--- src/rtl/scan_chain_reg.sv ---
// Multi-chain scan register with functional capture, shift counting and an
// optional stuck-at fault overlay on the parallel output and/or scan path.
module scan_chain_reg #(
  parameter int unsigned WIDTH          = 8,
  parameter int unsigned CHAINS         = 2,
  parameter int unsigned INJECT_FAULT   = 0,
  parameter int unsigned FAULT_BIT      = 0,
  parameter int unsigned FAULT_TYPE     = 0,
  parameter int unsigned FAULT_IN_CHAIN = 0,
  localparam int unsigned CLEN          = WIDTH / CHAINS,
  localparam int unsigned CNTW          = $clog2(CLEN + 1)
) (
  input  logic              clk,
  input  logic              rstn,
  input  logic [WIDTH-1:0]  data_in,
  input  logic              scan_en,
  input  logic              capture_en,
  input  logic [CHAINS-1:0] scan_in,
  output logic [CHAINS-1:0] scan_out,
  output logic [WIDTH-1:0]  data_out,
  output logic [CNTW-1:0]   shift_cnt,
  output logic              shift_done
);

  if (WIDTH < 1 || WIDTH > 64) begin : gen_bad_width
    $error("scan_chain_reg: WIDTH must be 1..64");
  end
  if (CHAINS < 1 || CHAINS > WIDTH || (WIDTH % CHAINS) != 0) begin : gen_bad_chains
    $error("scan_chain_reg: CHAINS must divide WIDTH");
  end
  if (FAULT_BIT >= WIDTH) begin : gen_bad_fault_bit
    $error("scan_chain_reg: FAULT_BIT out of range");
  end
  if (FAULT_TYPE > 1) begin : gen_bad_fault_type
    $error("scan_chain_reg: FAULT_TYPE must be 0 or 1");
  end

  localparam bit   FaultOn    = (INJECT_FAULT != 0);
  localparam bit   FaultChain = FaultOn && (FAULT_IN_CHAIN != 0);
  localparam logic FaultVal   = (FAULT_TYPE != 0);

  logic [WIDTH-1:0] reg_q, reg_d;
  logic [WIDTH-1:0] chain_src;
  logic [WIDTH-1:0] shifted;
  logic [CNTW-1:0]  cnt_q, cnt_d;
  logic             done_q, done_d;

  // The stuck value only ever corrupts what a flop drives, never what it stores.
  if (FaultChain) begin : gen_chain_fault
    always_comb begin
      chain_src            = reg_q;
      chain_src[FAULT_BIT] = FaultVal;
    end
  end else begin : gen_chain_clean
    assign chain_src = reg_q;
  end

  if (FaultOn) begin : gen_out_fault
    always_comb begin
      data_out            = reg_q;
      data_out[FAULT_BIT] = FaultVal;
    end
  end else begin : gen_out_clean
    assign data_out = reg_q;
  end

  for (genvar c = 0; c < CHAINS; c++) begin : gen_chain
    assign shifted[c*CLEN] = scan_in[c];
    if (CLEN > 1) begin : gen_body
      assign shifted[c*CLEN+1 +: CLEN-1] = chain_src[c*CLEN +: CLEN-1];
    end
    assign scan_out[c] = chain_src[c*CLEN+CLEN-1];
  end

  always_comb begin
    reg_d = reg_q;
    if (scan_en) begin
      reg_d = shifted;
    end else if (capture_en) begin
      reg_d = data_in;
    end
  end

  // Count wraps on the shift that completes a chain length; done is its registered echo.
  always_comb begin
    cnt_d  = '0;
    done_d = 1'b0;
    if (scan_en) begin
      if (cnt_q == CNTW'(CLEN - 1)) begin
        done_d = 1'b1;
      end else begin
        cnt_d = cnt_q + 1'b1;
      end
    end
  end

  always_ff @(posedge clk or negedge rstn) begin
    if (!rstn) begin
      reg_q  <= '0;
      cnt_q  <= '0;
      done_q <= 1'b0;
    end else begin
      reg_q  <= reg_d;
      cnt_q  <= cnt_d;
      done_q <= done_d;
    end
  end

  assign shift_cnt  = cnt_q;
  assign shift_done = done_q;

endmodule

--- config.mk ---
export PLATFORM = sky130hd
export DESIGN_NAME = scan_chain_reg
export DESIGN_NICKNAME = d
export VERILOG_FILES = /design/src/rtl/scan_chain_reg.sv
export SDC_FILE = /design/constraint.sdc
export NUM_CORES = 1
export LEC_CHECK = 0
export CORE_MARGIN = 3
export CORE_UTILIZATION = 37
export CTS_CLUSTER_DIAMETER = 150
export DETAILED_ROUTE_END_ITERATION = 8
export GPL_ROUTABILITY_DRIVEN = 0
export GPL_TIMING_DRIVEN = 0
export PLACE_DENSITY_LB_ADDON = 0.1
export SYNTH_ARGS = -nofsm -noshare
export SYNTH_HDL_FRONTEND = slang
export SYNTH_SLANG_ARGS = --single-unit
--- constraint.sdc ---
create_clock -name clk -period 1.05 [get_ports clk]
set_input_delay 0.21 -clock clk [delete_from_list [all_inputs] [get_ports clk]]
set_output_delay 0.21 -clock clk [all_outputs]
set_load 0.05 [all_outputs]
==> reports/metrics.yaml, run 1 <==
status:
  status: "finished, violations left"
  failed_checks: "setup timing"
synth:
  yosys.area_share.simple: 0.111
  async_flop_share: 1.00
  ys_ff_latch: 12
  yosysSeqAreaShare: 0.543
  synth_adder_area_share: 0.0226
  synth_cell_types: 14
  syn-cell-area_sq_um: 553
  yosysWarnings: 0
  synth_edf_count: 0
  yosysTopAreaCell: "dfrtp_1"
  synthCells: 48
  synth_area_leaders: "dfrtp_1 (54%), mux2i_1 (14%), o21ai_1 (6.3%)"
  synth_fp_nets: 63
  synth-xor-area-share: 0
  synth_top_area_frac: 0.543
  synth_mux_area_frac: 0.145
  synth_compound_area_frac: 0.0792
  synth_top_family_by_area: "multiplexers"
  synth_most_common_cell: "dfrtp_1"
  synth_ff_type: "dfrtp_1"
  avgSynthCellArea_sq_um: 11.5
  synth_commonest_cells: "dfrtp_1 (12), mux2i_1 (8), nand2_1 (8), o21ai_1 (7)"
setup_path:
  crit_type: "register to output port"
  critPathMaxFanout: 3
  crit_buf_inv: 2
  critPathArrivalTime_ns: 0.95
  critical_path_required_ns: 0.84
  cp-end-kind: "output port"
  worst-path-stages: 2
  crit_slowest_cell: "dfrtp_2"
  slowest_delay_ns: 0.43
  crit_path_start_kind: "register"
  crit_chain: "buf_6, buf_8"
  cp_top_family: "flip-flops"
  reg2reg_depth: 3
timing:
  setup_viol: 5
  max_freq_ghz: 0.865
  rsz0062_at_grt: "yes"
  fin_crit_sh: 1.10
  slew_headroom: 0.661
  finClkSkew_ns: 0.00475
  fin_ws_ns: -0.106
  hold_viol: 0
  tightest_slew_ns: 0.508
  drv_slew: 0
  hold_ws_ns: 0.161
  min_period_ns: 1.16
pwr:
  switchingPower_w: 0.000486
  pwr-share-clk: 0.242
  p_comb_frac: 0.380
  p_int_w: 0.000971
  power_frac_seq: 0.378
  p_leak_nw: 0.461
  swShare: 0.333
  irDropWorstVdd_mv: 1.03
  power_density_nw_per_um2: 1540
placed_design:
  numPortBuffers: 25
  placed_area_sq_um: 830
  hpwl_um: 845
  dp_cells: 88
cts:
  cts_tree: "built"
  cts_buffer_depth: 2
  clock_latency_ns: 0.27
  htreeDepth: 1
  clock-root-buffer: "clkbuf_4"
  cts.sinks: 12
  cts-buffers-inserted: 3
  path_clk_slew_ns: 0.07
cells_and_area:
  fin_cells: 99
  utilization: 0.699
  synthToLayoutAreaGrowth_pct: 70.6
  fin_area_sq_um: 943
  drive_above_1_share: 0.429
  finalNetCount: 100
  n_antenna_cell: 0
floorplan:
  start_util: 0.410
  fp.dieW_um: 44.7
  dieArea_sq_um: 1990
  fp.coreArea_sq_um: 1350
  rows: 13
  io_pins: 28
  die_h_um: 44.7
grt:
  grt_pass1_wl_mm: 1.96
  grt_use_met3: 0.0366
  grtUsageTotal: 0.137
  grt_overflow: 0
  grt_pass1_vias: 476
  use_met2: 0.203
  grt_max_degree: 13
  top_usage_layer: "met2"
  antenna_found_initial: 0
  grt_use_met1: 0.173
routing:
  wire_per_inst_um: 12.0
  drt-initial-drc-count: 6
  drt-total-wl_mm: 1.19
  drtAntennaViolNets: 0
  via_per_inst: 4.75
  drc: 0
  vias: 470
  drt_pass1_iterations: 3
worst_hold_path:
  min_path_type: "primary input to register"
  min_delay_path_depth: 2
run:
  max_cap_viol_count: 0
power by group through the flow:
stage	sequential (W)	clock (W)	combinational [W]
2_1_floorplan	0.000715	0	0.000139
6_report	0.000551	0.000353	0.000553
5_1_grt	0.000557	0.000398	0.000583
4_1_cts	0.000550	0.000370	0.000541
3_5_place_dp	0.000554	0	0.000481
3_3_place_gp	0.000552	0	0.000480
logic make-up (layout without fill, tap and decap cells):
| group | Yosys count | after routing |
|---|---|---|
| simple gates | 13 | 13 |
| flops | 12 | 12 |
| compound gates | 8 | 8 |
| mux | 8 | 8 |
| buf+inv | 6 | 42 |
| fa+ha+maj | 1 | 1 |
worst paths after layout:
path                                               from                       to  slack, ns
worst max-delay path            data_out[7]$_DFFE_PN0P_              scan_out[1]      -0.11
worst min-delay path                            scan_en  data_out[4]$_DFFE_PN0P_       0.16
worst max register to register   shift_cnt[0]$_DFF_PN0_   shift_cnt[0]$_DFF_PN0_       0.07
worst min register to register   shift_cnt[0]$_DFF_PN0_   shift_cnt[0]$_DFF_PN0_       0.48
max in group asynchronous                          rstn  data_out[7]$_DFFE_PN0P_       0.40
min in group asynchronous                          rstn  data_out[2]$_DFFE_PN0P_       0.28
through the flow:
stage | setup slack (ns) | setup TNS [ns] | power [W]
2_1_floorplan | -0.0428 | -0.0581 | 0.000854
3_3_place_gp | -0.383 | -4.41 | 0.00103
3_5_place_dp | -0.394 | -4.45 | 0.00103
4_1_cts | -0.117 | -0.385 | 0.00146
5_1_grt | -0.144 | -0.597 | 0.00154
6_report | -0.106 | -0.270 | 0.00146
flip-flops by register name (all words and copies together), names as in the netlist:
register and cells:
shift_done 1, shift_cnt 3, data_out 8
cell type report:
cell class / instances / area, sq um
Multi-Input combinational cell: 30 / 200
Clock buffer: 4 / 36.3
Buffer: 5 / 58.8
Timing Repair Buffer: 32 / 320
Tap cell: 15 / 18.8
Inverter: 1 / 3.75
Sequential cell: 12 / 305
Fill cell: 111 / 407
cells in the final DEF (no fill, tap or decap):
cell | synthesis | final
nor3b_1 | 2 | 2
nor2_1 | 1 | 1
clkdlybuf4s50_1 | 0 | 11
buf_6 | 2 | 14
clkbuf_8 | 1 | 2
clkbuf_4 | 0 | 3
nand2_1 | 8 | 8
o21ai_2 | 1 | 1
buf_4 | 2 | 9
ha_2 | 0 | 1
and3_1 | 1 | 1
buf_8 | 0 | 2
dfrtp_2 | 0 | 4
inv_1 | 1 | 1
nand2b_1 | 1 | 1
o21ai_1 | 7 | 7
dfrtp_1 | 12 | 8
mux2i_1 | 8 | 8
timing repair:
| item | 4_1_cts | 5_1_grt |
|---|---|---|
| hold buffers | 0 | 0 |
| resized for setup | 98 | 4 |
| setup buffers | 5 | 2 |
| endpoints found under the setup margin | 14 | 14 |
| pin swaps | 0 | 0 |
layer usage:
metal / vias to the layer above / part of all wire
li1: 231 / -
met1: 216 / 0.43
met2: 21 / 0.46
met3: 2 / 0.10
met4: 0 / 0.0084
met5: - / 0
No activity file was read; power rests on OpenSTA's default activity.
==> run 2, diff against run 1 <==
--- a/config.mk
+++ b/config.mk
@@ -10,7 +10,6 @@
 export CTS_CLUSTER_DIAMETER = 150
 export DETAILED_ROUTE_END_ITERATION = 8
 export GPL_ROUTABILITY_DRIVEN = 0
-export GPL_TIMING_DRIVEN = 0
 export PLACE_DENSITY_LB_ADDON = 0.1
 export SYNTH_ARGS = -nofsm -noshare
 export SYNTH_HDL_FRONTEND = slang
==> run 2 against run 1 <==
Net effect:
- the flow still finishes with violations (setup timing)
- cell count grew 3.0%
- sequential share of layout area shrank 4.8 points
- clock power grew 4%
- clock skew shrank 0.0023 ns
- fmax grew 0.28%
- design area grew 17%
- via count grew 1.9%
- register-to-register slack lost 0.09 ns
- worst setup slack gained 0.0033 ns
- sequential cell count is the same
- die area is the same
- routed wire length grew 11%
- critical endpoint is now shift_cnt[0]
==> reports/metrics.yaml, run 2 (same netlist as run 1, synthesis figures left out) <==
routing:
  drt-initial-drc-count: 7
  via_per_inst: 4.70
  vias: 479
  wire_per_inst_um: 12.9
  drt_pass1_iterations: 3
  drc: 0
  drtAntennaViolNets: 0
  drt-total-wl_mm: 1.32
cts:
  cts_tree: "built"
  path_clk_slew_ns: 0.08
  htreeDepth: 1
  cts-buffers-inserted: 3
  cts.sinks: 12
  cts_buffer_depth: 2
  clock-root-buffer: "clkbuf_4"
  clock_latency_ns: 0.27
  ctsHoldBuffers: 0
floorplan:
  dieArea_sq_um: 1990
  die_h_um: 44.7
  start_util: 0.410
  rows: 13
  fp.dieW_um: 44.7
  fp.coreArea_sq_um: 1350
  io_pins: 28
setup_path:
  crit_slowest_cell: "dfrtp_2"
  critPathArrivalTime_ns: 0.94
  crit_type: "register to output port"
  critPathMaxFanout: 2
  r2r_slack_ns: -0.02
  reg2reg_depth: 3
  cp-end-kind: "output port"
  cp_top_family: "flip-flops"
  crit_buf_inv: 2
  rr_endpoint: "shift_cnt[1]$_DFF_PN0_"
  crit_path_start_kind: "register"
  critical_path_required_ns: 0.84
  crit_chain: "buf_6, buf_12"
  slowest_delay_ns: 0.41
  r2r_start: "shift_cnt[0]$_DFF_PN0_"
grt:
  grt_pass1_wl_mm: 2.24
  grt_pass1_vias: 501
  antenna_found_initial: 0
  grtUsageTotal: 0.165
  grt_max_degree: 17
  grt_overflow: 0
worst_hold_path:
  min_path_type: "primary input to async pin"
timing:
  tightest_slew_ns: 0.194
  drv_slew: 0
  max_freq_ghz: 0.868
  finClkSkew_ns: 0.00245
  slew_headroom: 0.867
  fin_ws_ns: -0.102
  rsz0062_at_grt: "yes"
  fin_crit_sh: 1.10
  min_period_ns: 1.15
  setup_viol: 14
  hold_viol: 0
pwr:
  power_density_nw_per_um2: 1450
  pwr-share-clk: 0.228
  p_comb_frac: 0.419
  p_leak_nw: 0.514
  switchingPower_w: 0.000524
  p_int_w: 0.00108
  swShare: 0.326
  power_frac_seq: 0.353
  irDropWorstVdd_mv: 1.11
placed_design:
  hpwl_um: 960
  dp_cells: 90
  numPortBuffers: 27
  placed_area_sq_um: 988
  place_ws_ns: -0.199
cells_and_area:
  fillers: 94
  fin_area_sq_um: 1110
  fin_cells: 102
  layout_commonest_cell: "buf_12"
  final_cell_mix: "buf_12 (15), clkdlybuf4s50_1 (13), buf_4 (11)"
  finalNetCount: 103
  largest_reg_flops: 8
  synthToLayoutAreaGrowth_pct: 100
  n_antenna_cell: 0
  drive_above_1_share: 0.460
status:
  status: "finished, violations left"
  failed_checks: "setup timing"
run:
  max_cap_viol_count: 0
==> run 2: changes by cell type in the layout (fill, tap and decap cells not counted), moves of 2 or more <==
cell             change
buf_12              +15
buf_6               -13
buf_4                +2
buf_8                -2
clkdlybuf4s50_1      +2
==> run 2: worst max path at each step <==
| stage | cells after the start | from | slack [ns] | end |
|---|---|---|---|---|
| floorplan | 2 | shift_cnt[0]$_DFF_PN0_ | -0.04 | shift_cnt[1]$_DFF_PN0_ |
| global placement | 4 | capture_en | -0.19 | data_out[2]$_DFFE_PN0P_ |
| detailed placement | 4 | capture_en | -0.20 | data_out[0]$_DFFE_PN0P_ |
| CTS | 2 | shift_cnt[0]$_DFF_PN0_ | -0.10 | shift_cnt[0] |
| global route | 2 | shift_cnt[0]$_DFF_PN0_ | -0.15 | shift_cnt[0] |
| finish | 2 | shift_cnt[0]$_DFF_PN0_ | -0.10 | shift_cnt[0] |
==> run 2: stage by stage <==
step / TNS (ns) / utilization / hold slack, ns / total power, W
2_1_floorplan: -0.0581 / - / -0.0856 / 0.000854
3_3_place_gp: -1.46 / 0.732 / 0.531 / 0.00119
3_5_place_dp: -1.66 / 0.732 / 0.528 / 0.00119
4_1_cts: -0.434 / 0.806 / 0.245 / 0.00160
5_1_grt: -1.00 / 0.819 / 0.233 / 0.00169
6_report: -0.318 / 0.819 / 0.246 / 0.00160
==> run 2: power groups by stage <==
| stage | Combinational [W] | Sequential, W | Clock [W] |
|---|---|---|---|
| floorplan | 0.000139 | 0.000715 | 0 |
| global placement | 0.000604 | 0.000581 | 0 |
| detailed placement | 0.000609 | 0.000583 | 0 |
| CTS | 0.000661 | 0.000567 | 0.000369 |
| global route | 0.000707 | 0.000576 | 0.000409 |
| finish | 0.000672 | 0.000567 | 0.000366 |
==> run 2: area by class of cell <==
cell class | count | area [sq um] | share of cell area
clock buffer | 4 | 36.3 | 0.0328
inverter | 1 | 3.75 | 0.00339
multi-input combinational | 30 | 218 | 0.197
sequential | 12 | 305 | 0.276
tap | 15 | 18.8 | 0.0170
timing repair buffer | 40 | 524 | 0.474
==> run 2: repair_timing <==
item,in CTS,in global routing
endpoints found under the setup margin,13,17
setup buffers,8,0
gates resized for setup,1,3
==> run 2: worst register-to-register path, delay by kind of cell (launching register included) <==
| family | cells | cell delay, ns |
|---|---|---|
| fa+ha+maj | 1 | 0.26 |
| buf+inv | 1 | 0.13 |
| flops | 1 | 0.41 |
| simple gates | 1 | 0.16 |
==> run 2: metal layers <==
metal	up-vias	wire length [um]	global-route usage
li1	238	-	-
met1	218	544	0.197
met2	21	654	0.252
met3	2	103	0.0407
met4	0	17	0.127
met5	-	0	0
==> run 3, diff against run 2 <==
--- a/config.mk
+++ b/config.mk
@@ -14,3 +14,4 @@
 export SYNTH_ARGS = -nofsm -noshare
 export SYNTH_HDL_FRONTEND = slang
 export SYNTH_SLANG_ARGS = --single-unit
+export TNS_END_PERCENT = 50
==> constraint.sdc (replaced) <==
create_clock -name clk -period 1.05 [get_ports clk]
set_input_delay 0.1575 -clock clk [delete_from_list [all_inputs] [get_ports clk]]
set_output_delay 0.1575 -clock clk [all_outputs]
set_load 0.02 [all_outputs]
==> run 3 against run 2 <==
Net effect:
- the run now ends clean
- combinational power shrank 49%
- largest cell class is now sequential cells
- critical path type is now register to register
- routed wire length shrank 12%
- design area shrank 21%
==> reports/metrics.yaml, run 3 (same netlist as run 1, synthesis figures left out) <==
status:
  status: "complete, no violations"
setup_path:
  r2r_slack_ns: 0.03
  critPathArrivalTime_ns: 1.19
  critPathMaxFanout: 2
  critical_path_required_ns: 1.22
  crit_slowest_cell: "dfrtp_1"
  crit_chain: "buf_6, ha_2, and3_1"
  crit_type: "register to register"
  crit_path_start_kind: "register"
  slowest_delay_ns: 0.40
  cp-end-kind: "register"
cts:
  post_cts_buffers: 0
  cts_tree: "built"
  cts_buffer_depth: 2
  cts-buffers-inserted: 3
  clock-root-buffer: "clkbuf_4"
  cts.sinks: 12
  htreeDepth: 1
  path_clk_slew_ns: 0.08
  ctsHoldBuffers: 0
  clock_latency_ns: 0.27
grt:
  use_met2: 0.181
  grt_use_met1: 0.205
  top_usage_layer: "met1"
  grt_overflow: 0
  grt_pass1_wl_mm: 2.04
  grtUsageTotal: 0.142
  grt_use_met3: 0.0447
  antenna_found_initial: 0
  grt_pass1_vias: 423
  grt_max_degree: 17
floorplan:
  dieArea_sq_um: 1990
  fp.dieW_um: 44.7
  io_pins: 28
  die_h_um: 44.7
  rows: 13
  start_util: 0.410
  fp.coreArea_sq_um: 1350
routing:
  vias: 455
  via_per_inst: 4.64
  drt-initial-drc-count: 8
  drc: 0
  drtAntennaViolNets: 0
  drt_pass1_iterations: 4
  drt-total-wl_mm: 1.16
  wire_per_inst_um: 11.9
timing:
  setup_tns_ns: 0
  fin_ws_ns: 0.0340
  slew_headroom: 0.881
  hold_ws_ns: 0.181
  setup_viol: 0
  drv_slew: 0
  tightest_slew_ns: 0.174
  min_period_ns: 1.02
  max_freq_ghz: 0.984
  hold_viol: 0
  fin_crit_sh: 0.968
  rsz0062_at_grt: "yes"
  finClkSkew_ns: 0.00827
cells_and_area:
  finalNetCount: 99
  drive_above_1_share: 0.373
  synthToLayoutAreaGrowth_pct: 57.0
  multi_input_area_sq_um: 213
  register_area_sq_um: 300
  final_cell_mix: "buf_2 (14), clkdlybuf4s50_1 (13), dfrtp_1 (12)"
  layout_commonest_cell: "buf_2"
  fin_cells: 98
  fillers: 109
  n_antenna_cell: 0
  largest_reg_flops: 8
worst_hold_path:
  min_path_type: "primary input to async pin"
pwr:
  power_density_nw_per_um2: 1440
  irDropWorstVdd_mv: 0.882
  p_leak_nw: 0.444
  power_w: 0.00125
run:
  max_cap_viol_count: 0
placed_design:
  numPortBuffers: 27
  place_ws_ns: -0.162
  hpwl_um: 824
  dp_cells: 94
## run 3: routing by layer
metal | vias to the layer above | wire (um)
met5 | - | 0
met4 | 0 | 10
met3 | 2 | 158
met2 | 23 | 476
met1 | 197 | 517
li1 | 233 | -
## run 3: critical path, delay by kind of cell, from the launching register on
family                   cells  cell delay, ns
adder cells (fa/ha/maj)      1            0.25
buffers and inverters        1            0.12
flip-flops                   1            0.40
AND/OR/NAND/NOR              1            0.15
## run 3: cell type report
cell class | instances | area share
Clock buffer | 4 | 0.0418
Sequential cell | 12 | 0.346
Tap cell | 15 | 0.0216
Timing Repair Buffer | 36 | 0.341
Inverter | 1 | 0.00432
Multi-Input combinational cell | 30 | 0.245
## run 3: worst paths after layout
check | start | end | depth (start not counted)
hold reg to reg | data_out[6]$_DFFE_PN0P_ | data_out[7]$_DFFE_PN0P_ | 2
setup reg to reg | shift_cnt[0]$_DFF_PN0_ | shift_cnt[1]$_DFF_PN0_ | 3
setup / recovery | shift_cnt[0]$_DFF_PN0_ | shift_cnt[1]$_DFF_PN0_ | 3
hold / removal | rstn | data_out[3]$_DFFE_PN0P_ | 2
min in group clk | scan_in[0] | data_out[0]$_DFFE_PN0P_ | 3
max in group asynchronous | rstn | data_out[5]$_DFFE_PN0P_ | 2
## run 3: report_power, final
group | internal (W) | switching (W) | leakage (nW)
logic | 0.000173 | 0.000172 | 0.272
registers | 0.000507 | 0.0000256 | 0.152
clock network | 0.000210 | 0.000161 | 0.0210
## run 3: stage by stage
step                area, sq um  utilization
detailed placement          883        0.654
CTS                         863        0.639
global route                868        0.643
floorplan                   553            -
finish                      868        0.643
global placement            883        0.654
## run 3: timing repair
item	in CTS	in global routing
setup endpoints to repair	15	3
pin swaps	0	0
gates resized for setup	57	3
